===== src/rtl/cmd_proc.sv =====
// Logic analyzer command processor: decodes host commands, owns the 8-entry config
// register file and streams one capture channel back. Dump support needs CMD_PROC_DUMP_EN.
module cmd_proc #(
    parameter int ENTRIES = 384,
    parameter int AW      = 9
) (
    input  logic          clk,
    input  logic          rst_n,
    input  logic          cmd_rdy,
    input  logic [15:0]   cmd,
    output logic          clr_cmd_rdy,
    output logic          send_resp,
    output logic [7:0]    resp,
    input  logic          resp_sent,
    output logic [63:0]   cfg_regs,
    input  logic [AW-1:0] trig_pos,
    output logic [AW-1:0] ram_addr,
    output logic [2:0]    ch_sel,
    input  logic [7:0]    ram_rdata
);

    localparam logic [7:0] ACK  = 8'hA5;
    localparam logic [7:0] NACK = 8'hEE;
    localparam logic [7:0] CFG_RST [8] = '{8'h03, 8'h01, 8'h01, 8'h01,
                                           8'h01, 8'h01, 8'h00, 8'h00};

`ifdef CMD_PROC_DUMP_EN
    localparam int CW = $clog2(ENTRIES + 1);
    typedef enum logic [2:0] {IDLE, RESP_WAIT, DUMP_RD, DUMP_SEND, DUMP_WAIT} state_t;
`else
    typedef enum logic [0:0] {IDLE, RESP_WAIT} state_t;
`endif

    state_t      state_q, state_d;
    logic [7:0]  cfg_q [8];
    logic [7:0]  cfg_d [8];
    logic [7:0]  resp_q, resp_d;
    logic        send_resp_q, send_resp_d;
    logic        guard_q, guard_d;
    logic        take_cmd;
    logic        addr_ok;
    logic        resp_ok;

`ifdef CMD_PROC_DUMP_EN
    logic [AW-1:0] ram_addr_q, ram_addr_d;
    logic [2:0]    ch_sel_q, ch_sel_d;
    logic [CW-1:0] cnt_q, cnt_d;

    function automatic logic [AW-1:0] next_addr(input logic [AW-1:0] a);
        return (a == AW'(ENTRIES - 1)) ? '0 : a + 1'b1;
    endfunction
`endif

    assign addr_ok = (cmd[13:11] == 3'b000);
    // The UART drops its done flag a cycle late, so resp_sent is stale during the
    // pulse cycle and the one after it.
    assign resp_ok = resp_sent && !send_resp_q && !guard_q;

    always_comb begin
        state_d     = state_q;
        cfg_d       = cfg_q;
        resp_d      = resp_q;
        send_resp_d = 1'b0;
        guard_d     = send_resp_q;
        take_cmd    = 1'b0;
`ifdef CMD_PROC_DUMP_EN
        ram_addr_d  = ram_addr_q;
        ch_sel_d    = ch_sel_q;
        cnt_d       = cnt_q;
`endif
        case (state_q)
            IDLE: begin
                if (cmd_rdy) begin
                    take_cmd    = 1'b1;
                    send_resp_d = 1'b1;
                    resp_d      = NACK;
                    state_d     = RESP_WAIT;
                    case (cmd[15:14])
                        2'b00: if (addr_ok) resp_d = cfg_q[cmd[10:8]];
                        2'b01: begin
                            if (addr_ok) begin
                                cfg_d[cmd[10:8]] = cmd[7:0];
                                resp_d           = ACK;
                            end
                        end
`ifdef CMD_PROC_DUMP_EN
                        2'b10: begin
                            if (cmd[10:8] <= 3'd4) begin
                                send_resp_d = 1'b0;
                                resp_d      = resp_q;
                                ch_sel_d    = cmd[10:8];
                                ram_addr_d  = next_addr(trig_pos);
                                cnt_d       = '0;
                                state_d     = DUMP_RD;
                            end
                        end
`endif
                        default: ;
                    endcase
                end
            end
            RESP_WAIT: begin
                if (resp_ok) state_d = IDLE;
            end
`ifdef CMD_PROC_DUMP_EN
            DUMP_RD: state_d = DUMP_SEND;
            DUMP_SEND: begin
                resp_d      = ram_rdata;
                send_resp_d = 1'b1;
                state_d     = DUMP_WAIT;
            end
            DUMP_WAIT: begin
                if (resp_ok) begin
                    cnt_d      = cnt_q + 1'b1;
                    ram_addr_d = next_addr(ram_addr_q);
                    state_d    = (cnt_q == CW'(ENTRIES - 1)) ? IDLE : DUMP_RD;
                end
            end
`endif
            default: state_d = IDLE;
        endcase
    end

    always_ff @(posedge clk or negedge rst_n) begin
        if (!rst_n) begin
            state_q     <= IDLE;
            resp_q      <= '0;
            send_resp_q <= 1'b0;
            guard_q     <= 1'b0;
            for (int i = 0; i < 8; i++) cfg_q[i] <= CFG_RST[i];
`ifdef CMD_PROC_DUMP_EN
            ram_addr_q  <= '0;
            ch_sel_q    <= '0;
            cnt_q       <= '0;
`endif
        end else begin
            state_q     <= state_d;
            resp_q      <= resp_d;
            send_resp_q <= send_resp_d;
            guard_q     <= guard_d;
            for (int i = 0; i < 8; i++) cfg_q[i] <= cfg_d[i];
`ifdef CMD_PROC_DUMP_EN
            ram_addr_q  <= ram_addr_d;
            ch_sel_q    <= ch_sel_d;
            cnt_q       <= cnt_d;
`endif
        end
    end

    genvar gi;
    generate
        for (gi = 0; gi < 8; gi++) begin : g_cfg_flat
            assign cfg_regs[8*gi +: 8] = cfg_q[gi];
        end
    endgenerate

    // Acknowledge is combinational from state, so keep it quiet while reset is held.
    assign clr_cmd_rdy = take_cmd & rst_n;
    assign send_resp   = send_resp_q;
    assign resp        = resp_q;

`ifdef CMD_PROC_DUMP_EN
    assign ram_addr    = ram_addr_q;
    assign ch_sel      = ch_sel_q;
`else
    logic unused_dump_inputs;
    assign unused_dump_inputs = ^{trig_pos, ram_rdata};
    assign ram_addr    = '0;
    assign ch_sel      = '0;
`endif

endmodule


===== config.mk =====
export PLATFORM = sky130hd
export DESIGN_NAME = cmd_proc
export DESIGN_NICKNAME = d
export VERILOG_FILES = /design/src/rtl/cmd_proc.sv
export SDC_FILE = /design/constraint.sdc
export NUM_CORES = 1
export LEC_CHECK = 0
export BUFFER_PORTS_ARGS = -buffer_cell sky130_fd_sc_hd__clkbuf_2
export CAP_MARGIN = 20
export CORE_UTILIZATION = 50
export CTS_BUF_LIST = sky130_fd_sc_hd__clkbuf_4
export CTS_CLUSTER_DIAMETER = 120
export DETAILED_ROUTE_END_ITERATION = 12
export PLACE_DENSITY = 0.8
export SLEW_MARGIN = 20
export SYNTH_ARGS = -nofsm -noshare
export SYNTH_HDL_FRONTEND = slang
export SYNTH_SLANG_ARGS = --single-unit

===== constraint.sdc =====
create_clock -name clk -period 5.42 [get_ports clk]
set_input_delay 0.271 -clock clk [delete_from_list [all_inputs] [get_ports clk]]
set_output_delay 0.271 -clock clk [all_outputs]
set_load 0.02 [all_outputs]

# Word-level counts from Yosys, hierarchy flattened
# Index checks and enable logic that the tools add are counted.
dict set report totals {
  elab_cells 40
  inputBits 37
  mem_count 0
  romBits 0
  ramBits 0
  latchBits 0
  register_bits 75
  out_inout_bits 86
}
dict set report op_classes {
  bitwise 3
  mul 0
  magnitude_cmp 2
  reduce_logical 9
  eq_ne 1
  addsub 0
  n_shift 0
  div 0
  muxes 13
}
# op count
set ops {}
lappend ops {{64-bit bitwise mux} 1}
lappend ops {{8-bit two-way mux} 4}
lappend ops {{8-bit binary-select mux with 3-bit select} 1}
lappend ops {{8-bit demux with 3-bit select} 1}
lappend ops {{8-bit case mux with 2 select lines} 1}
lappend ops {{7-bit two-way mux} 1}
lappend ops {{4-bit >= comparator (second input constant)} 1}
lappend ops {{4-bit by 1-bit < comparator with 1-bit output (second input constant)} 1}
lappend ops {{3-bit NOT with 4-bit output} 1}
lappend ops {{4-bit AND reduction} 1}
lappend ops {{1-bit logical AND} 3}
lappend ops {{3-bit logical NOT} 1}
lappend ops {{1-bit two-way mux} 3}
lappend ops {{2-bit by 1-bit equality test with 1-bit output (second input constant)} 1}
lappend ops {{1-bit logical NOT} 2}
lappend ops {{2-bit logical NOT} 1}
lappend ops {{1-bit case mux with 2 select lines} 1}
lappend ops {{2-bit AND reduction} 1}
lappend ops {{1-bit AND} 1}
lappend ops {{1-bit NOT} 1}

# Depth between registers and ports, before layout
# Gate-level depths: netlist of run 1.
dict set report logic_depth {
  depth_word 6
  ltp_mapped 7
  mapped_depth_nobuf 6
}

# Least setup slack after synthesis of run 1
# OpenSTA, ideal clock, no wires.
dict set report synth_path {
  path_kind {reg-to-reg}
  startpoint {register state_q}
  endpoint {register cfg_q, in the netlist cfg_regs[41]}
  setup_slack_ns 3.647
  stages_incl_launch_ff 8
  period_less_slack_ns 1.773
  arrival_time_ns 1.648
  t_required_ns 5.295
  setup_time_ns 0.125
  n_path_buf 1
  path_cell_list {dfrtp_1 inv_1 nand2_1 inv_2 nand2_4 or4_4 buf_6 mux2_4}
}
dict set report synth_between {
  elab_chain_len 2
}
# element line
set synth_lines {}
lappend synth_lines {{from (decl)} 34} ;# state_t state_q, state_d;
lappend synth_lines {{from (signal assigned)} 137} ;# state_q <= state_d;
lappend synth_lines {{1-bit NOT (no line)} -}
lappend synth_lines {{4-bit AND reduction (no line)} -}
lappend synth_lines {{to (decl)} 35} ;# logic [7:0] cfg_q [8];
# Every way passes these cells.
# A chain may end at the register's enable or synchronous reset.

# Worst setup path after layout of run 1
dict set report layout_path {
  startpoint {register state_q}
  endpoint {register cfg_q, in the netlist cfg_regs[25]}
}
# Same word-level chain as after synthesis.

==> metrics.csv, run 1 <==
stage;metric;value;unit
timing;Max-slew headroom;33.85;%
placement;GPL Wtd Cong;0.7619;
power_and_ir_drop;PwrDens;271.2;mW/mm^2
timing;TNS Setup;0;ns
logic_synthesis;area leader, netlist;dfrtp_1;
placement;Placed Instances;429;
floorplanning;Die H;86.60;um
timing;Hold Vio Cnt, Final;0;
timing;Final setup viols;0;
clock_network;number of gates resized after cts;0;
cells_and_area;area occupied by multi-input gates;0.001564;sq mm
logic_synthesis;sequential share of the synthesized area;52.69;%
power_and_ir_drop;Pwr Total;1.138;mW
setup_path;CP Capture Type;flip-flop;
placement;PortBufs;93;
floorplanning;die footprint;0.007500;sq mm
floorplanning;Die Wd;86.60;um
route;via count;2404;
timing;Final Cycle Share;41.57;%
power_and_ir_drop;leakage;2.222;nW
cells_and_area;Layout fillers;562;
cells_and_area;most frequent cells in the layout;clkbuf_2, dfrtp_1, mux2_2;
timing;f_max;443.8;MHz
cells_and_area;share of cells above drive strength 1;57.14;%
clock_network;CTS tree;yes;
cells_and_area;area delta synth->final;17.20;%
clock_network;setup bufs post-CTS;0;
timing;Clock Skew;0.01051;ns
setup_path;Worst Path Max Fanout;10;
setup_path;WP data required;5.73;ns
route;WL final;8158;um
cells_and_area;final net count;382;
logic_synthesis;post-synth top area share;47.55;%
logic_synthesis;synthesis-stage register bit count;75;
clock_network;total CTS buffers;9;
floorplanning;Cell Rows;30;
route;DR top layer;met4;
logic_synthesis;EDFF count, synth;0;
grt;vias in the first global route;2383;
floorplanning;IO Pins;123;
logic_synthesis;Mapped Cells;251;
clock_network;CTS Sinks;75;
timing;Worst Max-Slew Pin Slew;0.9922;ns
cells_and_area;commonest non-fill, non-tap cell in the layout;clkbuf_2;
timing;Slew Limit Fails;0;
cells_and_area;Final Non-Filler Cells;446;
route;DRT met1 WL;3548;um
logic_synthesis;main area contributors after synthesis;dfrtp_1, mux2_2, mux2_4;
grt;initial antenna violation count;0;
route;drt first pass iters;4;
timing;post-route minimum period;2.253;ns
run;MaxCap Viol Count;0;
cells_and_area;Util after Layout;61.06;%
grt;first-pass GRT wire length;12560;um
route;Initial DRC Count;157;
clock_network;clock root buffer;clkbuf_4;
floorplanning;Initial Util;52.09;%
power_and_ir_drop;VDD IR-drop max;0.1377;mV
route;metal3 WL;429;um
route;DR vias/cell;5.390;
route;# DRC;0;
clock_network;worst skew pair latency;0.42;ns
setup_path;critical path class;reg -> reg;
cells_and_area;Sequential Area;0.001886;sq mm
route;met2 WL;4101;um
cells_and_area;ANT cells;0;
timing;RSZ-0062 raised after global routing;false;
setup_path;WP data arrival;2.56;ns
min_path;Hold Path Class;in -> reg;
placement;HPWL Detailed;5500;um
floorplanning;Core Area;0.006869;sq mm
logic_synthesis;FFs w/ async S/R, synth;100.0;%
logic_synthesis;Avg Inst Size Synth;14.26;sq um
clock_network;H-tree levels;3;
logic_synthesis;Mapped Area;0.003578;sq mm
grt;GRT Util Overall;23.05;%
setup_path;type of origin of the critical path;flip-flop;
run_status;outcome;completed;
grt;largest net degree at the start of global routing;77;
grt;global route overflow;0;
logic_synthesis;Main synth FF type;dfrtp_1;
route;Final ANT Viol Nets;0;
clock_network;clock slew at reported path FFs;0.11;ns
logic_synthesis;synth unique cells;34;
route;drt wl/cell;18.29;um
clock_network;Hold-fix buffers, CTS;1;
logic_synthesis;Syn. warnings;0;
clock_network;Max Root-Sink Buffers;2;
## power by group
part	leakage [nW]	switching [mW]	internal (mW)
clock network	0.0736	0.193	0.142
logic	1.16	0.119	0.0650
registers	0.984	0.0232	0.595
total	2.22	0.335	0.802
## Yosys cell counts, types with 2 or more instances
master and number:
mux4_2 7, mux2_2 54, nand2_1 10, a22o_1 2
or4_4 2, nor2_1 11, nor4_4 3, buf_6 2
buf_2 4, o2111ai_1 3, inv_1 3, buf_4 14
nand3_1 2, mux2i_1 13, mux2_4 16, dfrtp_1 68
a21oi_1 9, clkbuf_1 2, o21ai_0 3, dfstp_2 7
nor2b_1 3
## final timing paths
check,cells after the start,start,slack [ns],to
max,6,state_q$_DFF_PN0_,3.17,cfg_regs[25]$_DFFE_PN0P_
min,3,cmd_rdy,0.17,state_q$_DFF_PN0_
max reg2reg,6,state_q$_DFF_PN0_,3.17,cfg_regs[25]$_DFFE_PN0P_
min reg2reg,0,send_resp$_DFF_PN0_,0.42,guard_q$_DFF_PN0_
max in group asynchronous,2,rst_n,4.29,cfg_regs[49]$_DFFE_PN0P_
min in group asynchronous,2,rst_n,0.51,cfg_regs[30]$_DFFE_PN0P_
## per-layer routing
layer  global-route usage [%]  vias up
met3                    6.857        7
met4                    8.182        0
li1                         -     1078
met5                        0        -
met1                    29.49     1236
met2                    37.45       83
## final cells by class
cell class	count	area share (%)
sequential	75	44.96
multi-input combinational	161	37.29
tap	96	2.864
inverter	4	0.3580
clock inverter	6	1.342
clock buffer	10	1.790
timing repair buffer	94	11.40
## metrics by stage
step / hold WS (ns) / setup slack, ns / instance area, sq um
final: 0.1699 / 3.167 / 4194
after global routing: 0.1821 / 3.029 / 4194
after CTS: 0.1541 / 3.155 / 4194
after detailed placement: 0.3955 / 2.881 / 4053
after global placement: 0.3867 / 2.912 / 4053
after floorplan: -0.02459 / 3.647 / 3620
## sequential cells by signal, summed over array words and instances (netlist names)
signal     flops
resp           8
cfg_regs      64
send_resp      1
guard_q        1
state_q        1
## logic make-up (layout without fill, tap and decap cells)
group	Yosys count	after routing	share of synthesized area [%]
multiplexers	90	90	31.75
other	1	12	0.1048
buffers and inverters	26	114	4.755
flip-flops	75	75	52.69
AND/OR/NAND/NOR	39	39	7.099
AO/OA/AOI/OAI	20	20	3.602
## worst max-delay path, stage by stage (launching register included)
cell	delay, ns
dfrtp_1	0.38
inv_1	0.06
nand2_1	0.11
inv_2	0.23
nand2_4	0.14
nor3_2	0.81
mux2_2	0.42
Power figures use the tool's default switching activity.
==> run 2: changes to the inputs <==
clock period = 2.19 ns   (was 5.42 ns; I/O delays follow)
==> run 2 against run 1 <==
Effect of this change:
- final area is 4.5% higher
- first-iteration DRC count is 18% higher
- register-to-register slack worse by 2.9 ns
- critical endpoint is now cfg_regs[57]$_DFFE_PN0P_
- largest power group unchanged
==> metrics.csv, run 2 (same netlist as run 1, synthesis figures left out) <==
stage;metric;value;unit;change
grt;first-pass GRT wire length;13020;um;was 12560 um
setup_path;critical path class;reg -> reg;;unchanged
cells_and_area;Layout fillers;525;;was 562
grt;met2 GRT Util;38.02;%;was 37.45%
min_path;Hold Crit Depth;2;;was 3
min_path;Hold Path Class;in -> reg;;unchanged
timing;Slew Limit Fails;0;;unchanged
timing;post-route minimum period;1.894;ns;was 2.253 ns
floorplanning;IO Pins;123;;unchanged
power_and_ir_drop;combinational share of power;15.5;%;was 16.2%
route;# DRC;0;;unchanged
setup_path;Critical path origin;state_q$_DFF_PN0_;;unchanged
grt;M1 GR Usage;32.01;%;was 29.49%
power_and_ir_drop;VDD IR-drop max;0.4027;mV;was 0.1377 mV
timing;Clock Skew;0.008399;ns;was 0.01051 ns
cells_and_area;max FFs per register;64;;unchanged
route;drt wl/cell;18.23;um;was 18.29 um
timing;f_max;528.0;MHz;was 443.8 MHz
min_path;HP Start;cmd[4];;was cmd_rdy
clock_network;total CTS buffers;9;;unchanged
route;Final ANT Viol Nets;0;;unchanged
setup_path;delay of the slowest critical-path stage;0.63;ns;was 0.81 ns
clock_network;H-tree levels;3;;unchanged
floorplanning;Die Wd;86.60;um;unchanged
setup_path;r2r setup slk;0.30;ns;was 3.17 ns
setup_path;WP data required;2.51;ns;was 5.73 ns
route;via count;2490;;was 2404
floorplanning;Initial Util;52.09;%;unchanged
min_path;Hold Crit Endpoint;cfg_regs[44]$_DFFE_PN0P_;;was state_q$_DFF_PN0_
timing;Hold Vio Cnt, Final;0;;unchanged
setup_path;critical path cell sequence;inv_1 -> nand2_1 -> inv_2 -> nand2_4 -> or3_1 -> mux2_2;;was inv_1 -> nand2_1 -> inv_2 -> nand2_4 -> nor3_2 -> mux2_2
grt;largest net degree at the start of global routing;47;;was 77
route;Initial DRC Count;185;;was 157
cells_and_area;ANT cells;0;;unchanged
route;drt first pass iters;4;;unchanged
clock_network;CTS Sinks;75;;unchanged
setup_path;Reg2Reg Depth;6;;unchanged
setup_path;Reg-to-Reg Start;state_q$_DFF_PN0_;;unchanged
clock_network;clock slew at reported path FFs;0.11;ns;about the same
grt;vias in the first global route;2401;;was 2383
power_and_ir_drop;Sw Share;27.41;%;was 29.46%
route;WL final;8457;um;was 8158 um
setup_path;Worst Path Max Fanout;8;;was 10
floorplanning;die footprint;0.007500;sq mm;unchanged
route;DR vias/cell;5.366;;was 5.390
cells_and_area;area occupied by multi-input gates;0.001564;sq mm;unchanged
grt;grt peak-use layer;met2;;unchanged
cells_and_area;area delta synth->final;22.52;%;was 17.20%
cells_and_area;Sequential Area;0.001886;sq mm;unchanged
timing;Worst Max-Slew Pin Slew;0.6084;ns;was 0.9922 ns
setup_path;RR Endpoint;cfg_regs[57]$_DFFE_PN0P_;;was cfg_regs[25]$_DFFE_PN0P_
grt;initial antenna violation count;0;;unchanged
timing;Final Cycle Share;86.49;%;was 41.57%
grt;global route overflow;0;;unchanged
floorplanning;Cell Rows;30;;unchanged
clock_network;clock root buffer;clkbuf_4;;unchanged
placement;HPWL Detailed;5946;um;was 5500 um
floorplanning;Die H;86.60;um;unchanged
power_and_ir_drop;Clk pwr share;34.7;%;was 29.4%
setup_path;type of origin of the critical path;flip-flop;;unchanged
cells_and_area;share of cells above drive strength 1;58.42;%;was 57.14%
power_and_ir_drop;PwrDens;701.4;mW/mm^2;was 271.2 mW/mm^2
power_and_ir_drop;Int Pwr;2.232;mW;was 0.8024 mW
clock_network;setup bufs post-CTS;0;;unchanged
timing;TNS Setup;0;ns;unchanged
cells_and_area;commonest non-fill, non-tap cell in the layout;clkbuf_2;;unchanged
clock_network;worst skew pair latency;0.43;ns;was 0.42 ns
power_and_ir_drop;leakage;2.336;nW;was 2.222 nW
setup_path;Max stage delay cell, worst path;or3_1;;was nor3_2
grt;met3 Track Usage GR;6.952;%;was 6.857%
run;MaxCap Viol Count;0;;unchanged
clock_network;CTS tree;yes;;unchanged
timing;Final setup viols;0;;unchanged
grt;GRT Util Overall;23.94;%;was 23.05%
cells_and_area;most frequent cells in the layout;clkbuf_2, dfrtp_1, mux2_2;;unchanged
power_and_ir_drop;Psw;0.8429;mW;was 0.3351 mW
placement;PortBufs;93;;unchanged
placement;GPL Wtd Cong;0.7785;;was 0.7619
setup_path;CP Capture Type;flip-flop;;unchanged
timing;RSZ-0062 raised after global routing;false;;unchanged
clock_network;Max Root-Sink Buffers;2;;unchanged
run_status;outcome;completed;;unchanged
timing;Max-slew headroom;59.35;%;was 33.85%
placement;Placed Instances;444;;was 429
cells_and_area;Final Non-Filler Cells;464;;was 446
setup_path;WP data arrival;2.22;ns;was 2.56 ns
cells_and_area;final net count;400;;was 382
floorplanning;Core Area;0.006869;sq mm;unchanged
power_and_ir_drop;Seq pwr share;49.8;%;was 54.4%
run 2: repair_timing:
item | in CTS | in global routing
resized for setup | 0 | 0
endpoints found under the hold margin | 38 | 0
hold buffers | 4 | 0
run 2: how the worst max path moves through the flow:
stage               slack [ns]                       end
finish                    0.30  cfg_regs[57]$_DFFE_PN0P_
global route              0.22  cfg_regs[57]$_DFFE_PN0P_
CTS                       0.32  cfg_regs[47]$_DFFE_PN0P_
detailed placement        0.34  cfg_regs[47]$_DFFE_PN0P_
global placement          0.36  cfg_regs[50]$_DFFE_PN0P_
floorplan                 0.42  cfg_regs[41]$_DFFE_PN0P_
run 2: power groups by stage:
stage          clock network, mW  logic (mW)  registers (mW)
3_5_place_dp                   0       0.471            1.56
2_1_floorplan                  0       0.211            1.63
3_3_place_gp                   0       0.459            1.55
4_1_cts                     1.08       0.479            1.53
5_1_grt                     1.14       0.515            1.54
6_report                    1.07       0.477            1.53
run 2: critical path: cells and delay by family (launching register included):
kind                   cells  cell delay [ns]
and+or+nand+nor            3             0.86
buffers and inverters      2             0.17
DFF                        1             0.38
muxes                      1             0.37
run 2: layer usage:
| layer | routed length, um | up-vias | part of all wire (%) |
|---|---|---|---|
| met4 | 112 | 0 | 1.3 |
| met1 | 3527 | 1242 | 42 |
| met3 | 668 | 13 | 7.9 |
| met5 | 0 | - | 0 |
| met2 | 4149 | 121 | 49 |
| li1 | - | 1114 | - |
run 2: area by class of cell:
| class | count | area share, % |
|---|---|---|
| Multi-Input combinational cell | 161 | 35.67 |
| Clock inverter | 6 | 2.369 |
| Inverter | 4 | 0.3425 |
| Clock buffer | 10 | 1.712 |
| Tap cell | 96 | 2.740 |
| Sequential cell | 75 | 43.01 |
| Timing Repair Buffer | 112 | 14.16 |
run 2: through the flow:
stage               power [mW]  cell area, sq um  util (%)  hold WS, ns  setup WS [ns]
finish                   3.075              4384     63.83      0.02181         0.2959
global route             3.201              4384     63.83      0.01720         0.2230
CTS                      3.094              4384     63.83     0.003660         0.3189
detailed placement       2.030              4165     60.64      0.05540         0.3382
global placement         2.014              4165     60.64      0.05220         0.3638
floorplan                1.845              3620         -      -0.1861         0.4171
